===== src/rtl/uart_pkg.sv =====
// Shared types and default parameters for the UART echo path.
package uart_pkg;

    localparam int DEF_CLK_PER_HALF_BIT = 5208;
    localparam int DEF_FIFO_DEPTH       = 16;

    typedef enum logic [1:0] {
        TX_IDLE,
        TX_LAUNCH,
        TX_GUARD,
        TX_WAIT
    } tx_state_t;

endpackage


===== src/rtl/uart_rx.sv =====
// UART receiver: 8N1, mid-bit sampling after a 2-flop synchroniser.
// A start needs a high-to-low transition, so a low stop bit cannot re-trigger.
module uart_rx #(
    parameter int CLK_PER_HALF_BIT = 5208
) (
    output logic [7:0] rdata,
    output logic       rx_ready,
    output logic       ferr,
    input  logic       rxd,
    input  logic       clk,
    input  logic       rstn
);

    localparam int BIT_CLKS = 2 * CLK_PER_HALF_BIT;
    localparam int CW       = $clog2(BIT_CLKS);

    typedef enum logic [1:0] {RX_IDLE, RX_START, RX_DATA, RX_STOP} rx_state_t;

    rx_state_t     st;
    logic          rxd_m, rxd_s, rxd_p;
    logic [CW-1:0] cnt;
    logic [2:0]    idx;
    logic [7:0]    sh;

    // Synchronise the serial line and keep one cycle of history for edge detection.
    always_ff @(posedge clk) begin
        if (!rstn) begin
            rxd_m <= 1'b1;
            rxd_s <= 1'b1;
            rxd_p <= 1'b1;
        end else begin
            rxd_m <= rxd;
            rxd_s <= rxd_m;
            rxd_p <= rxd_s;
        end
    end

    // Receive FSM: confirm start at half bit, then sample data and stop at bit centres.
    always_ff @(posedge clk) begin
        if (!rstn) begin
            st       <= RX_IDLE;
            cnt      <= '0;
            idx      <= '0;
            sh       <= '0;
            rdata    <= '0;
            rx_ready <= 1'b0;
            ferr     <= 1'b0;
        end else begin
            rx_ready <= 1'b0;
            case (st)
                RX_IDLE: if (rxd_p && !rxd_s) begin
                    cnt <= CW'(CLK_PER_HALF_BIT - 1);
                    st  <= RX_START;
                end
                RX_START: if (cnt != '0) cnt <= cnt - 1'b1;
                    else if (!rxd_s) begin
                        cnt <= CW'(BIT_CLKS - 1);
                        idx <= 3'd0;
                        st  <= RX_DATA;
                    end else st <= RX_IDLE;
                RX_DATA: if (cnt != '0) cnt <= cnt - 1'b1;
                    else begin
                        sh  <= {rxd_s, sh[7:1]};
                        cnt <= CW'(BIT_CLKS - 1);
                        idx <= idx + 1'b1;
                        if (idx == 3'd7) st <= RX_STOP;
                    end
                RX_STOP: if (cnt != '0) cnt <= cnt - 1'b1;
                    else begin
                        rdata    <= sh;
                        ferr     <= !rxd_s;
                        rx_ready <= 1'b1;
                        st       <= RX_IDLE;
                    end
                default: st <= RX_IDLE;
            endcase
        end
    end

endmodule


===== src/rtl/uart_sync_fifo.sv =====
// Synchronous FIFO with extra-MSB pointers; head is readable combinationally.
// A push while full is accepted only when a pop happens in the same cycle.
module uart_sync_fifo #(
    parameter int WIDTH = 8,
    parameter int DEPTH = 16
) (
    input  logic                   clk,
    input  logic                   rstn,
    input  logic                   push,
    input  logic                   pop,
    input  logic [WIDTH-1:0]       wdata,
    output logic [WIDTH-1:0]       rdata,
    output logic                   full,
    output logic                   empty,
    output logic [$clog2(DEPTH):0] level
);

    localparam int AW = $clog2(DEPTH);

    logic [WIDTH-1:0] mem [DEPTH];
    logic [AW:0]      wptr, rptr;
    logic             do_push, do_pop;

    assign empty   = (wptr == rptr);
    assign full    = (wptr[AW] != rptr[AW]) && (wptr[AW-1:0] == rptr[AW-1:0]);
    assign level   = wptr - rptr;
    assign rdata   = mem[rptr[AW-1:0]];
    assign do_pop  = pop && !empty;
    assign do_push = push && (!full || do_pop);

    // Storage array; no reset needed since reads are gated by the pointers.
    always_ff @(posedge clk) begin
        if (do_push) mem[wptr[AW-1:0]] <= wdata;
    end

    // Pointer update.
    always_ff @(posedge clk) begin
        if (!rstn) begin
            wptr <= '0;
            rptr <= '0;
        end else begin
            if (do_push) wptr <= wptr + 1'b1;
            if (do_pop)  rptr <= rptr + 1'b1;
        end
    end

endmodule


===== src/rtl/uart_tx.sv =====
// UART transmitter: 8N1, LSB first, bit time = 2*CLK_PER_HALF_BIT clocks.
// tx_busy covers the whole frame including the full stop bit.
module uart_tx #(
    parameter int CLK_PER_HALF_BIT = 5208
) (
    input  logic [7:0] data,
    input  logic       tx_start,
    output logic       tx_busy,
    output logic       txd,
    input  logic       clk,
    input  logic       rstn
);

    localparam int BIT_CLKS = 2 * CLK_PER_HALF_BIT;
    localparam int CW       = $clog2(BIT_CLKS);

    logic [9:0]    shreg;
    logic [CW-1:0] cnt;
    logic [3:0]    nbits;

    // Frame shifter: load on start, shift one bit per bit time, drop busy after stop.
    always_ff @(posedge clk) begin
        if (!rstn) begin
            shreg   <= '1;
            cnt     <= '0;
            nbits   <= '0;
            tx_busy <= 1'b0;
        end else if (!tx_busy) begin
            if (tx_start) begin
                shreg   <= {1'b1, data, 1'b0};
                cnt     <= CW'(BIT_CLKS - 1);
                nbits   <= 4'd9;
                tx_busy <= 1'b1;
            end
        end else if (cnt != '0) begin
            cnt <= cnt - 1'b1;
        end else if (nbits == 4'd0) begin
            tx_busy <= 1'b0;
        end else begin
            shreg <= {1'b1, shreg[9:1]};
            cnt   <= CW'(BIT_CLKS - 1);
            nbits <= nbits - 1'b1;
        end
    end

    assign txd = shreg[0];

endmodule


===== src/rtl/uart_echo_fifo.sv =====
// Buffered UART echo: received bytes queue in a FIFO and drain back out of uart_tx.
// Optional build macro UART_ECHO_FERR_DROP_EN: when defined, bytes with a framing
// error are counted but not queued.
//
// state     | meaning
// TX_IDLE   | waiting for data, pause low and transmitter free; pops on launch
// TX_LAUNCH | tx_start high for this single cycle
// TX_GUARD  | transmitter latching the start; tx_busy not yet trustworthy
// TX_WAIT   | frame in flight; leave when tx_busy drops
module uart_echo_fifo
    import uart_pkg::*;
#(
    parameter int CLK_PER_HALF_BIT = DEF_CLK_PER_HALF_BIT,
    parameter int FIFO_DEPTH       = DEF_FIFO_DEPTH,
    parameter int CNT_W            = 8
) (
    input  logic                        clk,
    input  logic                        rstn,
    input  logic                        rxd,
    output logic                        txd,
    input  logic                        pause,
    input  logic                        clr_status,
    output logic [$clog2(FIFO_DEPTH):0] level,
    output logic                        ovf_flag,
    output logic [CNT_W-1:0]            ovf_cnt,
    output logic [CNT_W-1:0]            ferr_cnt,
    output logic                        busy
);

    logic [7:0] rx_data, fifo_rdata, tx_data;
    logic       rx_ready, rx_ferr, push_req, ovf_evt, pop;
    logic       fifo_full, fifo_empty;
    logic       tx_start, tx_start_d, tx_busy;
    tx_state_t  state_q, state_d;

    uart_rx #(.CLK_PER_HALF_BIT(CLK_PER_HALF_BIT)) u_rx (
        .rdata(rx_data), .rx_ready(rx_ready), .ferr(rx_ferr),
        .rxd(rxd), .clk(clk), .rstn(rstn)
    );

    uart_tx #(.CLK_PER_HALF_BIT(CLK_PER_HALF_BIT)) u_tx (
        .data(tx_data), .tx_start(tx_start), .tx_busy(tx_busy),
        .txd(txd), .clk(clk), .rstn(rstn)
    );

`ifdef UART_ECHO_FERR_DROP_EN
    assign push_req = rx_ready && !rx_ferr;
`else
    assign push_req = rx_ready;
`endif

    // Full with a same-cycle pop frees a slot, so that case is not a drop.
    assign ovf_evt = push_req && fifo_full && !pop;
    assign busy    = !fifo_empty || (state_q != TX_IDLE);

    uart_sync_fifo #(.WIDTH(8), .DEPTH(FIFO_DEPTH)) u_fifo (
        .clk(clk), .rstn(rstn), .push(push_req), .pop(pop),
        .wdata(rx_data), .rdata(fifo_rdata),
        .full(fifo_full), .empty(fifo_empty), .level(level)
    );

    // TX FSM registers: state, one-cycle start strobe, and the popped byte.
    always_ff @(posedge clk) begin
        if (!rstn) begin
            state_q  <= TX_IDLE;
            tx_start <= 1'b0;
            tx_data  <= '0;
        end else begin
            state_q  <= state_d;
            tx_start <= tx_start_d;
            if (pop) tx_data <= fifo_rdata;
        end
    end

    // TX FSM next state and pop decision.
    always_comb begin
        state_d    = state_q;
        tx_start_d = 1'b0;
        pop        = 1'b0;
        case (state_q)
            TX_IDLE: if (!fifo_empty && !pause && !tx_busy) begin
                pop        = 1'b1;
                tx_start_d = 1'b1;
                state_d    = TX_LAUNCH;
            end
            TX_LAUNCH: state_d = TX_GUARD;
            TX_GUARD:  state_d = TX_WAIT;
            TX_WAIT:   if (!tx_busy) state_d = TX_IDLE;
            default:   state_d = TX_IDLE;
        endcase
    end

    // Status: sticky overflow flag and saturating counters; clear wins over increment.
    always_ff @(posedge clk) begin
        if (!rstn || clr_status) begin
            ovf_flag <= 1'b0;
            ovf_cnt  <= '0;
            ferr_cnt <= '0;
        end else begin
            if (ovf_evt) begin
                ovf_flag <= 1'b1;
                if (ovf_cnt != '1) ovf_cnt <= ovf_cnt + 1'b1;
            end
            if (rx_ready && rx_ferr && ferr_cnt != '1) ferr_cnt <= ferr_cnt + 1'b1;
        end
    end

endmodule


===== config.mk =====
export PLATFORM = sky130hd
export DESIGN_NAME = uart_echo_fifo
export DESIGN_NICKNAME = d
export VERILOG_FILES = /design/src/rtl/uart_pkg.sv /design/src/rtl/uart_rx.sv /design/src/rtl/uart_sync_fifo.sv /design/src/rtl/uart_tx.sv /design/src/rtl/uart_echo_fifo.sv
export SDC_FILE = /design/constraint.sdc
export NUM_CORES = 1
export LEC_CHECK = 0
export CORE_UTILIZATION = 55
export DETAILED_ROUTE_END_ITERATION = 8
export PLACE_DENSITY = 0.72
export SETUP_SLACK_MARGIN = 0.4
export SYNTH_ARGS = -nofsm -noshare
export SYNTH_HDL_FRONTEND = slang
export SYNTH_SLANG_ARGS = --single-unit

===== constraint.sdc =====
create_clock -name clk -period 4 [get_ports clk]
set_clock_uncertainty 0.05 [all_clocks]
set_input_delay 0.8 -clock clk [delete_from_list [all_inputs] [get_ports clk]]
set_output_delay 0.8 -clock clk [all_outputs]
set_load 0.02 [all_outputs]

==> impl_metrics.py <==
metrics = {
    "synthesis": {
        "synth-main-ff-cell": "edfxtp_1",
        "synthSimpleGateAreaFrac": 0.1222,
        "synth_area_leaders": "edfxtp_1 38%, dfxtp_1 21%, mux4_2 7.1%, ha_1 3.1%, nand2_1 3.1%",
        "synth_xor_area_frac": 0.02345,
        "synthArstFlopShare": 0,
        "avgSynthCellArea_sq_um": 12.24,
        "synth_mux_area_frac": 0.08450,
        "synthCells": 824,
        "synth_nets": 855,
        "synth_top_area_share": 0.3812,
        "yosys_warnings": 0,
        "synth_top_cell_by_area": "edfxtp_1",
        "synthAdderAreaFrac": 0.03301,
        "yosys.cell_count.top_type": "edfxtp_1",
        "yosysUniqueCellTypes": 70,
        "synth_compound_area_frac": 0.1186,
        "synth_seq_cells": 234,
        "synth_top_family_by_area": "simple AND/OR/NAND/NOR gates",
        "syn_area_sq_um": 10080,
        "seq_area_frac_synth": 0.5916,
        "synth_commonest_cells": "128 x edfxtp_1, 106 x dfxtp_1, 83 x nand2_1",
        "synth_edf_count": 128,
    },
    "power": {
        "powerDensity_nw_per_um2": 477.2,
        "power_frac_clock": 0.423,
        "swShare": 0.2412,
        "vdd_drop_max_mv": 0.6221,
        "power_frac_comb": 0.103,
        "power.share.sequential": 0.474,
        "leakage_nw": 3.970,
        "p_int_mw": 4.139,
        "p_sw_mw": 1.316,
    },
    "critical_path": {
        "crit_path_start_kind": "register",
        "cp.arrival_ns": 2.53,
        "cp_max_fo": 18,
        "criticalPathCategory": "register to primary output",
        "required_ns": 3.15,
        "critPathCaptureType": "primary output",
    },
    "clock_network": {
        "cts_hold_buf": 0,
        "postCtsSetupRepairBufs": 0,
        "cts_root_buffer": "clkbuf_16",
        "cts_buffers": 24,
        "post_cts_resized": 0,
        "htreeDepth": 1,
        "path_clk_slew_ns": 0.06,
        "clock-sinks": 234,
        "cts_tree": "yes",
        "clockBufferDepth": 3,
        "worstSkewPairLatency_ns": 0.52,
    },
    "die": {
        "die_x_um": 137.4,
        "die_area_sq_um": 18880,
        "start_util": 0.5613,
        "fp.coreArea_sq_um": 17960,
        "pin_count": 29,
        "num_rows": 49,
        "die_h_um": 137.4,
    },
    "cells_and_area": {
        "drive_gt1_frac": 0.1181,
        "diodes": 0,
        "final_cells": 1101,
        "n_fill_cell": 1298,
        "area_growth_syn_to_layout_pct": 13.38,
        "nets": 885,
    },
    "placement": {
        "port_buffers": 28,
        "place_ws_ns": 0.8834,
        "gp_congestion": 0.8691,
        "dp_hpwl_um": 14550,
        "dp_cells": 1057,
    },
    "timing": {
        "finalHoldViolCount": 0,
        "setup_tns_ns": 0,
        "maxSlewHeadroom": 0.4797,
        "slew_viol_final": 0,
        "fmax_ghz": 0.2959,
        "fin_ws_ns": 0.6210,
        "tightest_slew_ns": 0.7794,
        "final-setup-viol-count": 0,
        "fin_crit_ns": 3.379,
        "rsz0062_at_grt": "false",
        "post-route-period-util": 0.8447,
    },
    "route": {
        "avgViaCountPerCell": 6.087,
        "drc": 0,
        "wl_per_cell_um": 19.92,
        "postRouteAntennaNets": 0,
        "first_pass_iters": 5,
        "wl_um": 21930,
        "via_count": 6702,
        "drtIter0Drc": 437,
    },
    "run_status": {
        "outcome": "complete, no violations",
    },
    "global_route": {
        "grt_pass1_vias": 6436,
        "grt_start_max_net_pins": 46,
        "grt_overflow_total": 0,
        "grt_pass1_wl_um": 34200,
        "track_usage": 0.2376,
        "antenna_found_initial": 0,
    },
    "run": {
        "maxCapViolations": 0,
    },
    "worst_hold_path": {
        "min_path_type": "register to register",
    },
}
## kinds of logic (layout without fill, tap and decap cells)
logic type	count (synthesis)	in the layout
flip-flops	234	234
XOR/XNOR	27	27
buffers and inverters	67	115
multiplexers	45	45
AO/OA/AOI/OAI	171	171
AND/OR/NAND/NOR	254	254
adder cells (fa/ha/maj)	26	26
## registers in the layout (all words and copies together), names as in the netlist, 8 cells and up, named ones only
signal      flops
u_rx.sh         8
u_fifo.mem    128
ferr_cnt        8
u_tx.shreg      9
ovf_cnt         8
u_rx.cnt       14
tx_data         8
u_tx.cnt       14
u_rx.rdata      8
## layout make-up
cell class,instances,area [sq um],area share
sequential,234,5967,0.5219
multi-input combinational,523,3850,0.3368
clock buffer,34,688.2,0.06019
timing repair buffer,41,382.9,0.03349
tap,229,286.5,0.02506
clock inverter,10,145.1,0.01270
inverter,30,112.6,0.009850
## critical path, stage by stage, from the launching register on
cell and delay [ns]:
dfxtp_1 0.34, buf_4 0.27, inv_1 0.11, ha_1 0.33, and4_1 0.24, nand3_1 0.10
clkdlybuf4s50_1 0.61
## placed cells by master, fill, tap and decap left out, drive strengths merged, types with 9 or more instances in the layout
cell type | Yosys | layout
nand3 | 11 | 11
inv | 30 | 30
nor2 | 68 | 68
mux4 | 32 | 32
a21oi | 42 | 42
nor3 | 17 | 17
xor2 | 10 | 10
edfxtp | 128 | 128
a22oi | 19 | 19
xnor2 | 17 | 17
clkbuf | 27 | 34
nand2 | 84 | 84
buf | 10 | 13
o211ai | 10 | 10
o21ai | 27 | 27
nor4 | 12 | 12
a21o | 10 | 10
clkdlybuf4s50 | 0 | 26
mux2i | 12 | 12
nand2b | 12 | 12
o31ai | 11 | 11
dfxtp | 106 | 106
ha | 25 | 25
nand4 | 9 | 9
## power by group through the flow
stage | registers, mW | clock network, mW | logic [mW]
after floorplan | 2.63 | 0 | 0.446
final | 2.59 | 2.31 | 0.563
after global routing | 2.59 | 2.43 | 0.617
after detailed placement | 2.64 | 0 | 0.556
after CTS | 2.59 | 2.34 | 0.558
after global placement | 2.63 | 0 | 0.545
## path summary, 6_finish.rpt
check | from | to | slack [ns] | depth (start not counted)
min reg2reg | u_rx.rxd_m | u_rx.rxd_s | 0.38 | 1
min | u_rx.rxd_m | u_rx.rxd_s | 0.38 | 1
max reg2reg | u_fifo.rptr[1] | u_fifo.mem[14][3] | 1.28 | 7
max | u_fifo.rptr[1] | busy | 0.62 | 6
## routing by layer
| metal | wire length [um] | track usage |
|---|---|---|
| met2 | 10760 | 0.3864 |
| met3 | 1166 | 0.03716 |
| met4 | 625 | 0.08791 |
| met5 | 0 | 0 |
| met1 | 9378 | 0.3224 |
## through the flow
stage                     total power [mW]  utilization  hold WS [ns]  area, sq um
final                                5.455       0.6364        0.3788        11430
after global routing                 5.638       0.6364        0.3956        11430
after CTS                            5.487       0.6361        0.3836        11430
after detailed placement             3.192       0.5897        0.3543        10590
after global placement               3.179       0.5897        0.3390        10590
after floorplan                      3.073            -        0.3363        10080
Note: power is estimated with default switching activity, not from simulation.
